`config.mk`:
```
export PLATFORM = sky130hd
export DESIGN_NAME = palindrome_datapath_flat
export DESIGN_NICKNAME = d
export VERILOG_FILES = /design/src/rtl/palindrome_datapath_if.sv /design/src/rtl/palindrome_datapath.sv /design/src/flat_wrapper.sv
export SDC_FILE = /design/constraint.sdc
export NUM_CORES = 1
export LEC_CHECK = 0
export BUFFER_PORTS_ARGS = -buffer_cell sky130_fd_sc_hd__buf_2
export CAP_MARGIN = 20
export CORE_MARGIN = 2
export CORE_UTILIZATION = 60
export DETAILED_ROUTE_END_ITERATION = 6
export PLACE_DENSITY = 0.82
export SLEW_MARGIN = 20
export SYNTH_ARGS = -nofsm -noshare
export SYNTH_HDL_FRONTEND = slang
export SYNTH_SLANG_ARGS = --single-unit
```
`constraint.sdc`:
```
create_clock -name clock -period 5.6 [get_ports clock]
set_input_delay 0.28 -clock clock [delete_from_list [all_inputs] [get_ports clock]]
set_output_delay 0.28 -clock clock [all_outputs]
set_load 0.05 [all_outputs]
```
`src/rtl/palindrome_datapath_if.sv`:
```
// Handshake bundle between the palindrome control FSM and its symbol datapath.
// The control side (master) issues strobes and symbols.
// The datapath side (slave) returns the status bits the FSM branches on.
interface palindrome_datapath_if #(
   parameter int SW = 2,
   parameter int AW = 4
);

   logic          load;
   logic          select;
   logic          in_valid;
   logic [SW-1:0] in_symbol;
   logic          a_ne_b;
   logic          front_ge_back;
   logic [AW:0]   length;
   logic          overflow;

   modport master (
      output load, select, in_valid, in_symbol,
      input  a_ne_b, front_ge_back, length, overflow
   );

   modport slave (
      input  load, select, in_valid, in_symbol,
      output a_ne_b, front_ge_back, length, overflow
   );

endinterface

```
`src/rtl/palindrome_datapath.sv`:
```
// Symbol buffer plus front/back comparison datapath for the palindrome FSM.
// The FSM fills the buffer while select is low.
// It then alternates Compare/Shift while select is high.
// Pointers walk inward in lock-step with that alternation.
module palindrome_datapath #(
   parameter int SW    = 2,
   parameter int DEPTH = 16,
   parameter int AW    = 4
) (
   input logic                clock,
   input logic                reset,
   palindrome_datapath_if.slave bus
);

   typedef enum logic [1:0] {
      FILL = 2'd0,
      CMP  = 2'd1,
      SHF  = 2'd2,
      HOLD = 2'd3
   } StepState;

   localparam logic [AW:0] FullLength = (AW+1)'(DEPTH);
   localparam logic [AW:0] One        = (AW+1)'(1);
   localparam logic [AW:0] Two        = (AW+1)'(2);

   StepState      step;
   logic [AW:0]   length;
   logic [AW:0]   front;
   logic [AW:0]   back;
   logic          overflow;
   logic [SW-1:0] mem [DEPTH];

   logic          bufferFull;
   logic          fillActive;
   logic          writeEnable;
   logic [AW:0]   newLength;
   logic          aNeB;
   logic          frontGeBack;

   // Decide whether this cycle appends a symbol, and what the length becomes.
   // Symbols are only accepted in fill mode; anything offered while comparing is ignored.
   always_comb begin
      bufferFull  = (length == FullLength);
      fillActive  = bus.load && !bus.select && (step == FILL);
      writeEnable = fillActive && bus.in_valid && !bufferFull;
      newLength   = writeEnable ? (length + One) : length;
   end

   // Status bits are derived from registered state only, so the FSM sees them with zero latency.
   // front_ge_back looks one advance ahead: it tells Shift whether this step finishes the walk.
   always_comb begin
      aNeB        = 1'b0;
      frontGeBack = 1'b1;
      if (length != '0) begin
         aNeB = (mem[front[AW-1:0]] != mem[back[AW-1:0]]);
      end
      if (length > One) begin
         frontGeBack = ((front + Two) >= back);
      end
   end

   // Buffer storage has no reset; stale entries are never read past the current length.
   always_ff @(posedge clock) begin
      if (writeEnable) begin
         mem[length[AW-1:0]] <= bus.in_symbol;
      end
   end

   // Step sequencer and pointer/length registers.
   // load low empties the buffer and parks in FILL.
   // A low select always returns to FILL without clearing length, so the next round appends.
   always_ff @(posedge clock or posedge reset) begin
      if (reset) begin
         step     <= FILL;
         length   <= '0;
         front    <= '0;
         back     <= '0;
         overflow <= 1'b0;
      end else if (!bus.load) begin
         step     <= FILL;
         length   <= '0;
         front    <= '0;
         overflow <= 1'b0;
      end else if (!bus.select) begin
         step <= FILL;
         if (step == FILL) begin
            length <= newLength;
            front  <= '0;
            back   <= newLength - One;
            if (bus.in_valid && bufferFull) begin
               overflow <= 1'b1;
            end
         end
      end else begin
         unique case (step)
            FILL: begin
               step <= CMP;
            end
            CMP: begin
               step <= aNeB ? HOLD : SHF;
            end
            SHF: begin
               front <= front + One;
               back  <= back - One;
               step  <= frontGeBack ? HOLD : CMP;
            end
            HOLD: begin
               step <= HOLD;
            end
            default: begin
               step <= FILL;
            end
         endcase
      end
   end

   assign bus.a_ne_b        = aNeB;
   assign bus.front_ge_back = frontGeBack;
   assign bus.length        = length;
   assign bus.overflow      = overflow;

endmodule

```
`src/flat_wrapper.sv`:
```
// flat-port wrapper written by rule: the top's interface ports become plain ports
module palindrome_datapath_flat 
#(
   parameter int SW    = 2,
   parameter int DEPTH = 16,
   parameter int AW    = 4
)
  (clock, reset, bus_load, bus_select, bus_in_valid, bus_in_symbol, bus_a_ne_b, bus_front_ge_back, bus_length, bus_overflow);
  palindrome_datapath_if #(.SW(SW), .AW(AW)) bus_i ();
  input logic clock;
  input logic reset;
  input wire logic [$bits(bus_i.load)-1:0] bus_load;
  input wire logic [$bits(bus_i.select)-1:0] bus_select;
  input wire logic [$bits(bus_i.in_valid)-1:0] bus_in_valid;
  input wire logic [$bits(bus_i.in_symbol)-1:0] bus_in_symbol;
  output wire logic [$bits(bus_i.a_ne_b)-1:0] bus_a_ne_b;
  output wire logic [$bits(bus_i.front_ge_back)-1:0] bus_front_ge_back;
  output wire logic [$bits(bus_i.length)-1:0] bus_length;
  output wire logic [$bits(bus_i.overflow)-1:0] bus_overflow;
  assign bus_i.load = bus_load;
  assign bus_i.select = bus_select;
  assign bus_i.in_valid = bus_in_valid;
  assign bus_i.in_symbol = bus_in_symbol;
  assign bus_a_ne_b = bus_i.a_ne_b;
  assign bus_front_ge_back = bus_i.front_ge_back;
  assign bus_length = bus_i.length;
  assign bus_overflow = bus_i.overflow;
  palindrome_datapath #(.SW(SW), .DEPTH(DEPTH), .AW(AW)) u_core (.clock(clock), .reset(reset), .bus(bus_i));
endmodule
```
==> qor.yml <==
fin_crit_sh_pct: 53.96
grt_pass1_wl_um: 9887
num_antenna_cells: 0
grt_pass1_vias: 1919
max_stage_delay_ps: 800
synth-main-ff-cell: "edfxtp_1"
coreArea_mm2: 0.004723
critPathMaxFanout: 14
p_seq_share_pct: 51.8
cp.depth: 8
cp_cell_sequence: "mux4_2 -> a22oi_1 -> nand3_1 -> xnor2_1 -> nand2_1 -> nand2_1 -> inv_1 -> buf_2"
fillers: 342
antenna_found_initial: 0
die_w_um: 74.05
dp_slack_ps: 2857
reg2reg_to: "u_core.back[4]"
port_buffers: 14
cts-htree-levels: 2
fin_area_mm2: 0.003141
share_comb_of_total_power_pct: 22.3
worst_slack_ps: 2578
die_h_um: 74.05
rows: 25
yosys-top-cells-area: "edfxtp_1 33%, dfrtp_1 15%, mux4_2 12%"
synth-edff-count: 32
status: "completed"
switchingPower_uw: 273.5
timing.max_cap.violations: 0
first_pass_iters: 4
cp_slowest_cell: "dfrtp_1"
seq_area_mm2: 0.001411
ys_async_sr_fraction_pct: 36.00
path_buf_inv: 2
cts-resized-gates: 0
ys_types: 42
tightest_slew_ps: 807.4
r2r_slack_ps: 2870
worstReg2RegStart: "u_core.step[1]"
grt_max_degree: 24
cts_buffers: 5
seq_area_frac_synth_pct: 47.94
synth.top_cell.area_share_pct: 32.64
synthCells: 247
cp-endpoint: "bus_a_ne_b"
arrival_ps: 2740
hold_path.class: "primary input to asynchronous set/reset pin"
slew_headroom_pct: 46.03
syn-num-nets: 266
cp_top_family: "flip-flops"
setup_viol: 0
slew_viol_final: 0
routed_wl_um: 6000
place_hpwl_um: 4344
setup.worst_path.start_class: "register"
cts_buffer_depth: 2
nets: 274
fin_crit_ps: 3022
cp-end-kind: "output pin"
wl_per_cell_um: 18.58
via_count: 1975
multiInputGateArea_mm2: 0.001416
yosys.area.top_type: "edfxtp_1"
switching_share_pct: 31.51
drt_iter0_drc: 134
post_cts_buffers: 0
skew_ps: 8.426
boundaryPins: 15
worstSetupStartpoint: "u_core.front[0]"
reg2reg_depth: 9
p_int_uw: 594.6
fmax_ghz: 0.3309
vias_per_cell: 6.115
tns_ps: 0
required_ps: 5320
rsz0062_at_grt: "false"
power.density_mw_per_mm2: 276.4
critPathMostFrequentCell: "nand2_1"
finalHoldViolations: 0
synth-seq-cells: 50
initial_utilization_pct: 62.33
clkPwrFrac_pct: 25.9
die-area_mm2: 0.005483
drc: 0
grt_util_all_layers_pct: 25.03
gp_congestion: 0.8071
netlist_area_mm2: 0.002944
area_growth_pct: 6.672
vdd_drop_max_uv: 217.9
syn_area_per_cell_um2: 11.92
worstSetupPathType: "register to output pin"
p_leak_uw: 0.001192
grt-ovfl-total: 0
drive_gt1_share_pct: 17.97
place_area_mm2: 0.003045
clkSinkCount: 50
final_common_cell: "edfxtp_1"
postCtsHoldBufs: 0
insertion_delay_ps: 310
yosys_warnings: 0
clkTransAtPathRegs_ps: 100
cts_tree: "done"
ant_nets: 0
layout_common_cells: "32 x edfxtp_1, 18 x nand2_1, 18 x dfrtp_1"
cts_root_buf: "clkbuf_8"
==> kinds of logic after synthesis <==
| logic type | count (synthesis) | synth area share (%) |
|---|---|---|
| simple gates | 84 | 17.17 |
| flops | 50 | 47.94 |
| compound gates | 38 | 8.245 |
| buf+inv | 30 | 3.952 |
| mux | 23 | 14.62 |
| fa+ha+maj | 12 | 5.100 |
| xor+xnor | 10 | 2.975 |
==> Yosys cell counts (all sizes together) (7+ instances only) <==
| master | instances |
|---|---|
| ha | 12 |
| nor2b | 9 |
| clkbuf | 10 |
| and2 | 9 |
| mux2i | 7 |
| mux4 | 16 |
| edfxtp | 32 |
| nor2 | 15 |
| o21ai | 11 |
| xnor2 | 8 |
| inv | 17 |
| nand3 | 12 |
| a21oi | 8 |
| nand2 | 18 |
| dfrtp | 18 |
==> how the worst min path moves through the flow <==
| stage | from | end | slack (ps) | depth (start not counted) |
|---|---|---|---|---|
| 3_3_place_gp | reset | u_core.bus.length[2] | 410 | 2 |
| 5_1_grt | reset | u_core.bus.length[1] | 110 | 2 |
| 2_1_floorplan | reset | u_core.back[0] | 220 | 1 |
| 6_report | reset | u_core.bus.length[1] | 60 | 2 |
| 4_1_cts | reset | u_core.bus.length[1] | 90 | 2 |
| 3_5_place_dp | reset | u_core.bus.length[2] | 430 | 2 |
==> sequential cells by signal, indices dropped and copies added, names as in the netlist <==
name / flops
u_core.front: 5
u_core.back: 5
u_core.bus.length: 5
u_core.bus.overflow: 1
u_core.step: 2
u_core.mem: 32
==> power by group through the flow <==
stage | clock network, uW | logic [uW] | registers (uW)
floorplan | 0 | 171 | 431
global placement | 0 | 187 | 457
detailed placement | 0 | 192 | 457
CTS | 227 | 193 | 449
global route | 240 | 213 | 455
finish | 225 | 194 | 450
==> per-stage QoR <==
stage | utilization (%) | power [uW] | hold slack, ps | std cells
2_1_floorplan | - | 601.9 | 218.6 | 247
3_3_place_gp | 64.48 | 643.5 | 413.9 | 315
3_5_place_dp | 64.48 | 649.4 | 433.6 | 315
4_1_cts | 66.49 | 869.5 | 87.55 | 323
5_1_grt | 66.49 | 908.2 | 113.1 | 323
6_report | 66.49 | 868.1 | 60.59 | 323
==> final cells by class <==
cell class	instances	share of cell area, %
tap	67	2.669
clock inverter	3	0.8367
multi-input combinational	167	45.10
inverter	17	2.032
sequential	50	44.94
clock buffer	5	2.191
timing repair buffer	14	2.231
==> per-layer routing <==
layer	global-route usage [%]	vias to the layer above	routed length, um
li1	-	927	-
met1	36.34	971	2647
met2	37.90	67	2910
met3	4.065	10	318
met4	10.71	0	123
met5	0	-	0
No activity file was read; power rests on OpenSTA's default activity.
